--- src/rtl/disp_sr_par.sv ---
// disp_sr_par: multi-chain serial display driver.
// Shifts a captured frame out on CHAINS parallel data lines that share one
// shift clock and one latch strobe. A frame can be started by the pps strobe,
// the ppms strobe or a change of the display data. A free-running PWM counter
// on the microsecond strobe drives the blanking output for brightness control.
module disp_sr_par #(
  parameter int CHAINS     = 2,
  parameter int WIDTH      = 128,
  parameter int HALF       = 4,
  parameter int LAT_CYCLES = 4,
  parameter int MSB_FIRST  = 1
) (
  input  logic                      clk,
  input  logic                      rst,
  input  logic                      tsc_1pps,
  input  logic                      tsc_1ppms,
  input  logic                      tsc_1ppus,
  input  logic [1:0]                upd_mode,
  input  logic [7:0]                brightness,
  input  logic [CHAINS*WIDTH-1:0]   disp_data,
  output logic                      disp_sclk,
  output logic                      disp_lat,
  output logic [CHAINS-1:0]         disp_sin,
  output logic                      disp_blank,
  output logic                      busy
);

  localparam int BW = $clog2(WIDTH + 1);
  localparam int HW = (HALF > 1) ? $clog2(HALF) : 1;
  localparam int LW = (LAT_CYCLES > 1) ? $clog2(LAT_CYCLES) : 1;

  typedef enum logic [2:0] {
    IDLE,
    LOAD,
    SHIFT_LO,
    SHIFT_HI,
    LATCH
  } state_t;

  state_t                    state;
  logic [CHAINS*WIDTH-1:0]   shadow;
  logic [CHAINS*WIDTH-1:0]   last_sent;
  logic                      pending;
  logic [HW-1:0]             half_cnt;
  logic [BW-1:0]             bit_cnt;
  logic [LW-1:0]             lat_cnt;
  logic [7:0]                pwm_cnt;
  logic                      trigger;

  // Serial bit k of every chain, honouring the shift order.
  function automatic logic [CHAINS-1:0] pick_bits(input logic [CHAINS*WIDTH-1:0] frame,
                                                  input logic [BW-1:0] k);
    logic [CHAINS-1:0] b;
    int idx;
    idx = (MSB_FIRST != 0) ? (WIDTH - 1 - int'(k)) : int'(k);
    for (int c = 0; c < CHAINS; c++) begin
      b[c] = frame[c*WIDTH + idx];
    end
    return b;
  endfunction

  // Frame request for the selected update mode; while a frame is running the
  // data-change compare is made against the frame being sent, so data that is
  // already on its way never queues a duplicate frame.
  always_comb begin
    trigger = 1'b0;
    case (upd_mode)
      2'd0:    trigger = tsc_1pps;
      2'd1:    trigger = tsc_1ppms;
      2'd2:    trigger = (disp_data != (busy ? shadow : last_sent));
      default: trigger = 1'b0;
    endcase
  end

  // Frame sequencer: capture, shift every bit with a symmetric sclk, latch.
  always_ff @(posedge clk) begin
    if (rst) begin
      state     <= IDLE;
      disp_sclk <= 1'b0;
      disp_lat  <= 1'b0;
      disp_sin  <= '0;
      busy      <= 1'b0;
      pending   <= 1'b0;
      shadow    <= '0;
      last_sent <= '0;
      half_cnt  <= '0;
      bit_cnt   <= '0;
      lat_cnt   <= '0;
    end else begin
      if (state != IDLE) begin
        if (upd_mode == 2'd3) begin
          pending <= 1'b0;
        end else if (trigger) begin
          pending <= 1'b1;
        end
      end
      case (state)
        IDLE: begin
          disp_sclk <= 1'b0;
          disp_lat  <= 1'b0;
          if (upd_mode == 2'd3) begin
            pending <= 1'b0;
          end else if (trigger || pending) begin
            state   <= LOAD;
            busy    <= 1'b1;
            pending <= 1'b0;
            shadow  <= disp_data;
          end
        end
        LOAD: begin
          state    <= SHIFT_LO;
          half_cnt <= '0;
          bit_cnt  <= '0;
          disp_sin <= pick_bits(shadow, '0);
        end
        SHIFT_LO: begin
          if (half_cnt == HW'(HALF - 1)) begin
            state     <= SHIFT_HI;
            disp_sclk <= 1'b1;
            half_cnt  <= '0;
          end else begin
            half_cnt <= half_cnt + HW'(1);
          end
        end
        SHIFT_HI: begin
          if (half_cnt == HW'(HALF - 1)) begin
            half_cnt  <= '0;
            disp_sclk <= 1'b0;
            bit_cnt   <= bit_cnt + BW'(1);
            if (bit_cnt == BW'(WIDTH - 1)) begin
              state    <= LATCH;
              disp_lat <= 1'b1;
              lat_cnt  <= '0;
            end else begin
              state    <= SHIFT_LO;
              disp_sin <= pick_bits(shadow, bit_cnt + BW'(1));
            end
          end else begin
            half_cnt <= half_cnt + HW'(1);
          end
        end
        LATCH: begin
          if (lat_cnt == LW'(LAT_CYCLES - 1)) begin
            state     <= IDLE;
            disp_lat  <= 1'b0;
            busy      <= 1'b0;
            last_sent <= shadow;
          end else begin
            lat_cnt <= lat_cnt + LW'(1);
          end
        end
        default: begin
          state     <= IDLE;
          disp_sclk <= 1'b0;
          disp_lat  <= 1'b0;
          busy      <= 1'b0;
        end
      endcase
    end
  end

  // Brightness PWM: counter advances on the microsecond strobe, blank while
  // the counter is at or above the brightness setting.
  always_ff @(posedge clk) begin
    if (rst) begin
      pwm_cnt    <= 8'd0;
      disp_blank <= 1'b1;
    end else begin
      if (tsc_1ppus) begin
        pwm_cnt <= pwm_cnt + 8'd1;
      end
      disp_blank <= (pwm_cnt >= brightness);
    end
  end

endmodule

--- config.mk ---
export PLATFORM = sky130hd
export DESIGN_NAME = disp_sr_par
export DESIGN_NICKNAME = d
export VERILOG_FILES = /design/src/rtl/disp_sr_par.sv
export SDC_FILE = /design/constraint.sdc
export NUM_CORES = 1
export LEC_CHECK = 0
export BUFFER_PORTS_ARGS = -buffer_cell sky130_fd_sc_hd__buf_2
export CORE_MARGIN = 1.5
export CORE_UTILIZATION = 40
export CTS_BUF_LIST = sky130_fd_sc_hd__clkbuf_8
export DETAILED_ROUTE_END_ITERATION = 6
export PLACE_DENSITY = 0.56
export SYNTH_ARGS = -nofsm -noshare
export SYNTH_HDL_FRONTEND = slang
export SYNTH_SLANG_ARGS = --single-unit
export TNS_END_PERCENT = 5
--- constraint.sdc ---
create_clock -name clk -period 10.3 [get_ports clk]
set_input_delay 2.06 -clock clk [delete_from_list [all_inputs] [get_ports clk]]
set_output_delay 2.06 -clock clk [all_outputs]
set_load 0.01 [all_outputs]
# Yosys cells after proc, flatten, opt, wreduce, memory -nomap -nowiden
# Cells that the tools add are included.
[word_totals]
mem_bits_ro = 0
input_bits = 271
mem_bits_rw = 0
n_memories = 0
elab_cells = 107
regBits = 542
latchBits = 0
[classes]
mux = 42
multipliers = 0
bitwise = 4
n_eq_ne = 19
n_reduce_logical = 20
n_div = 0
add_sub_neg = 6
shifts = 0
n_lt_le_gt_ge = 3
[ops]
columns = ["op", "n"]
rows = [
  ["256-bit two-way mux", 1],
  ["256-bit != test", 1],
  ["3-bit two-way mux", 6],
  ["1-bit two-way mux", 17],
  ["8-bit by 1-bit adder with 8-bit output (second input constant)", 2],
  ["1-bit binary-select mux with 8-bit select", 2],
  ["2-bit != test (second input constant)", 8],
  ["8-bit one-hot mux with 2 select lines", 1],
  ["3-bit one-hot mux with 5 select lines", 1],
  ["2-bit two-way mux", 6],
  ["1-bit one-hot mux with 3 select lines", 4],
  ["2-bit one-hot mux with 2 select lines", 3],
  ["4-bit AND reduction", 3],
  ["9-bit by 9-bit adder with 10-bit output (first input constant)", 1],
  ["10-bit < comparator (second input constant)", 1],
  ["9-bit by 10-bit < comparator with 1-bit output (second input constant)", 1],
  ["3-bit AND reduction", 3],
  ["7-bit by 8-bit subtractor with 9-bit output (first input constant)", 1],
  ["2-bit == test (second input constant)", 4],
  ["8-bit by 7-bit == test with 1-bit output (second input constant)", 1],
  ["8-bit >= comparator", 1],
  ["8-bit two-way mux", 1],
  ["3-bit by 2-bit == test with 1-bit output (second input constant)", 2],
  ["2-bit nonzero test", 3],
  ["other kinds (13)", 20],
]

# Depth between registers and ports, before layout
[logic_depth]
ltp_word = 9
mapped_depth = 15

# Worst setup path after synthesis
# OpenSTA, ideal clock, no wires.
[synth_path]
path_kind = "in2reg"
from = "input port disp_data[232]"
to = "register shadow[100]"
t_required_ns = 10.180
slack_ns = 6.209
stages = 11
arrival_ns = 3.972
setup_ns = 0.120
cell_sequence = "xnor2_1 nor4_1 nand4_1 nor4_1 nand4_1 nor4_2 nor3b_1 clkbuf_1 buf_6 buf_6 mux2i_1"
[synth_between]
elab_chain_len = 4
[synth_rtl]
columns = ["element", "line_no", "source"]
rows = [
  ["from (decl)", "20", "input logic [CHAINS*WIDTH-1:0] disp_data,"],
  ["256-bit != test", "70", "2'd2: trigger = (disp_data != (busy ? shadow : last_sent));"],
  ["1-bit one-hot mux with 3 select lines", "67", "case (upd_mode)"],
  ["1-bit logical OR", "103", "end else if (trigger || pending) begin"],
  ["3-bit AND reduction (no line)", "-", ""],
  ["to (signal assigned)", "107", "shadow <= disp_data;"],
  ["to (decl)", "41", "logic [CHAINS*WIDTH-1:0] shadow;"],
]
# Every way passes these cells.
# A chain may end at the register's enable or synchronous reset.

# Final worst setup path
[layout_path]
from = "register busy"
to = "register shadow[255]"
[layout_between]
elab_chain_len = 5
[layout_rtl]
columns = ["element", "line_no", "source"]
rows = [
  ["from (decl)", "25", "output logic busy"],
  ["from (signal assigned)", "82", "busy <= 1'b0;"],
  ["from (signal assigned)", "105", "busy <= 1'b1;"],
  ["from (signal assigned)", "146", "busy <= 1'b0;"],
  ["256-bit two-way mux", "70", ""],
  ["256-bit != test", "70", ""],
  ["1-bit one-hot mux with 3 select lines", "67", ""],
  ["1-bit logical OR", "103", ""],
  ["3-bit AND reduction (no line)", "-", ""],
]
# Every way passes these cells.

==> reports/results.txt <==
The count of final max-slew check failures is 0. Prior to clock tree synthesis, the placed netlist has a worst setup slack of 3.51 ns. Number of antenna violations at the first check in global routing: 2. After clock tree synthesis, the clock-pin slew on the worst setup and hold paths is 0.06 ns. The overall die area was 75200 um^2. Synthesis instantiated 54 different standard cells from the library. After layout, the minimum clock period comes to 6.43 ns. The later pin in the worst-skew pair is clocked with a latency of 0.74 ns. The arrival time of data at the critical path endpoint was 6.98 ns.

Hold path endpoint: last_sent[233]$_SDFFE_PP0P_. The run gives 0 as the total number of yosys warnings. For this run, design rule violations remaining after detail routing come to 0. Once detail routing completed, the nets flagged for antenna violations numbered 0.

The synthesis-to-layout area growth was 13.2%; the power after layout was 5.52 mW. Of all nets on the critical path, the largest fanout is 72. Number of buffers between clock root and the deepest sink: 3.

The detail-routed net length per standard cell works out to 22.8 um. By count the netlist is led by sky130_fd_sc_hd__dfxtp_1, sky130_fd_sc_hd__nand2_1, sky130_fd_sc_hd__mux2i_1. The tools report the tightest slew margin relative to the limit as 0.235. For the worst voltage drop across the vdd grid, the log shows 0.0820 mV. The run gives 21600 as the via count of the first global-routing pass. After synthesis the netlist holds a flip-flop and latch count of 542.

Leading area contributor after synthesis: sky130_fd_sc_hd__dfxtp_1. The filler cell count in the final layout is 7219, and the routed via count is 23700. The final worst-path cycle share came out at 0.624. The clock root buffer is sky130_fd_sc_hd__clkbuf_8. The clock arrives with 0.0480 ns of skew. The floorplan step set the die width to 274 um. For the number of primary I/O pins, the log shows 277.

The global-route usage over all layers came out at 0.265. The count of flip-flops with a built-in enable after synthesis is 0, and the number of buffers inserted by post-CTS setup repair is 0. Setup repair after global routing left no endpoint under its margin.

Setup violations remaining at the end of the flow were counted as 0. The number of instances in the synthesized netlist is 3254, and the count of final hold-check violations is 0. The largest net degree at the start of global routing was 263. Wire length of the first global-routing pass: 147000 um. Cts-stage hold buffer count: 0. TritonCTS built the clock tree. The aggregate global routing overflow is 0.

The total clock buffers created by CTS is 101, and the height of the chip is 274 um. Based on the critical path, the design can be clocked at up to 0.156 GHz. Setup slack on the critical path of the routed design comes to 3.87 ns. In this run the critical register-to-register path is captured at shadow[255]$_SDFFE_PP0P_.

Summed over all nets, the half-perimeter wirelength after detailed placement is 71200 um. Among all flip-flop cells after synthesis, the most frequent one is sky130_fd_sc_hd__dfxtp_1. The number of nets handed over by synthesis was 3537. Once layout is done, the placed cells without fillers occupy 33300 um^2.

The tools report the startpoint class of the critical path as a flip-flop. The tools report the starting utilization of the core area as 0.404. The layout cell share with drive strength beyond 1 works out to 0.148. The logs give 72800 um^2 for the area of the core and 0.369 for the sequential share of the synthesized area.

The floorplan has 99 rows. The category of the critical setup timing path is flip-flop to flip-flop. In this run the cell area measured after placement is 31200 um^2.

The portion of synthesized cell area occupied by the leading cell type came out at 0.369. The worst hold path begins at shadow[233]$_SDFFE_PP0P_. The share of synthesized flip-flops with an asynchronous set or reset is 0, and the pin slew with the least headroom to its limit is 1.15 ns. The path class of the tightest hold or removal check is flip-flop to flip-flop. After detailed routing, the number of vias per cell comes to 5.31. The synthesized area divided by synthesized cell count is 9.04 um^2, and the final-stage net count is 3711. In this run the tool buffered the top-level ports with 276 buffer cells. The run gives 0.457 as the end-of-flow core utilization. After synthesis, the cell types taking the most area are sky130_fd_sc_hd__dfxtp_1, sky130_fd_sc_hd__mux2i_1, sky130_fd_sc_hd__nand2b_1.

Number of violations of the max-capacitance limit: 0. For the wire length reported by the detailed router, the log shows 102000 um. The power density relative to cell area is 166 nW/um^2. The depth of the most critical reg-to-reg path came out at 13. In this run the static leakage power is 12.2 nW. The tools report the data required time of the critical path as 10.85 ns. The final estimated routing congestion in global placement was 0.946; the area of the mapped netlist was 29400 um^2. After clock tree synthesis, the repair step resized 0 gates. The flow ran to the end, and the final reports show no timing, DRC or antenna violations. The logs give 542 for the number of sinks handled by clock tree synthesis and 7 for the total iterations of the first detailed-routing run. The run gives 0 ns as the aggregate negative setup slack. The tools report the critical register-to-register path startpoint as busy$_SDFFE_PP0P_.

The worst setup path is captured at a flip-flop. The hold path depth was 2; the worst-case register-to-register setup slack was 3.87 ns. Among all cell types in the netlist, the one instantiated most often is sky130_fd_sc_hd__dfxtp_1. The count of H-tree levels built during CTS came out at 3. After the first detailed-routing iteration, the DRC count stood at 2328.
[placed cells by master (no fill, tap or decap), types with 9 or more instances in the layout]
cell	instances
sky130_fd_sc_hd__a21oi_1	280
sky130_fd_sc_hd__clkbuf_8	129
sky130_fd_sc_hd__dfxtp_1	540
sky130_fd_sc_hd__inv_1	49
sky130_fd_sc_hd__mux2i_1	537
sky130_fd_sc_hd__nand4_1	36
sky130_fd_sc_hd__a22oi_1	10
sky130_fd_sc_hd__nand3_1	12
sky130_fd_sc_hd__mux4_2	56
sky130_fd_sc_hd__nor4_1	53
sky130_fd_sc_hd__nand2_1	541
sky130_fd_sc_hd__nor2_1	42
sky130_fd_sc_hd__nand2b_1	517
sky130_fd_sc_hd__buf_2	275
sky130_fd_sc_hd__xor2_1	86
sky130_fd_sc_hd__ha_1	11
sky130_fd_sc_hd__o21ai_0	22
sky130_fd_sc_hd__buf_4	25
sky130_fd_sc_hd__xnor2_1	183
sky130_fd_sc_hd__nor2b_1	9
sky130_fd_sc_hd__clkinv_2	9
[critical path: stages (launching register included)]
cell	delay (ns)
sky130_fd_sc_hd__dfxtp_4	0.85
sky130_fd_sc_hd__buf_12	0.53
sky130_fd_sc_hd__mux2i_1	0.28
sky130_fd_sc_hd__xnor2_1	0.16
sky130_fd_sc_hd__nor4_1	0.92
sky130_fd_sc_hd__nand4_1	0.21
sky130_fd_sc_hd__nor4_1	0.38
sky130_fd_sc_hd__nand4_1	0.15
sky130_fd_sc_hd__nor4_2	0.73
sky130_fd_sc_hd__nor3b_2	0.11
sky130_fd_sc_hd__buf_4	0.41
sky130_fd_sc_hd__buf_4	0.52
sky130_fd_sc_hd__buf_4	0.55
sky130_fd_sc_hd__mux2i_1	0.22
[area by class of cell]
type | instances | area, um^2 | share of cell area
Inverter | 9 | 33.8 | 0.00101
Clock buffer | 129 | 1780 | 0.0533
Clock inverter | 56 | 310 | 0.00932
Timing Repair Buffer | 307 | 1700 | 0.0510
Tap cell | 959 | 1200 | 0.0360
Antenna cell | 1 | 2.50 | 0.0000751
Multi-Input combinational cell | 2467 | 17400 | 0.523
Sequential cell | 542 | 10900 | 0.326
[per-stage QoR]
stage / hold slack [ns] / std cells
floorplan: 0.436 / 3254
global placement: 0.441 / 4284
detailed placement: 0.446 / 4284
CTS: 0.448 / 4469
global route: 0.466 / 4470
finish: 0.446 / 4470
[how the worst max path moves through the flow]
stage / slack [ns] / endpoint / start / cells past startpoint
finish: 3.87 / shadow[255]$_SDFFE_PP0P_ / busy$_SDFFE_PP0P_ / 13
global route: 3.48 / shadow[169]$_SDFFE_PP0P_ / busy$_SDFFE_PP0P_ / 13
CTS: 3.98 / shadow[255]$_SDFFE_PP0P_ / busy$_SDFFE_PP0P_ / 13
detailed placement: 3.51 / shadow[255]$_SDFFE_PP0P_ / disp_data[234] / 12
global placement: 3.55 / shadow[171]$_SDFFE_PP0P_ / disp_data[234] / 12
floorplan: 6.21 / shadow[100]$_SDFFE_PP0P_ / disp_data[232] / 11
[where the power goes]
group | internal (mW) | switching, mW
Combinational | 0.428 | 0.560
Clock | 1.17 | 0.991
Sequential | 2.21 | 0.151
[per-layer routing]
metal / wire (um) / GRT usage / vias to the layer above
li1: - / - / 11400
met1: 45800 / 0.366 / 11400
met2: 46500 / 0.417 / 785
met3: 6540 / 0.0463 / 165
met4: 3250 / 0.0882 / 0
met5: 0 / 0 / -
[logic make-up (layout without fill, tap and decap cells)]
group                      after synthesis  count (layout)  share of synthesized area
and+or+nand+nor                       1239            1239                      0.214
muxes                                  594             594                      0.226
DFF                                    542             542                      0.369
AOI/OAI and AO/OA                      350             350                     0.0643
xor gates and xnor gates               272             272                     0.0810
buffers and inverters                  245             501                     0.0410
adders and majority gates               12              12                    0.00510
other                                    0               1                          0
[registers in the layout (all words and copies together) (netlist names)]
register    cells
bit_cnt         8
busy            1
disp_blank      1
disp_lat        1
disp_sclk       1
disp_sin        2
half_cnt        2
last_sent     256
lat_cnt         2
pending         1
pwm_cnt         8
shadow        256
state           3
Note: power is estimated with default switching activity, not from simulation.
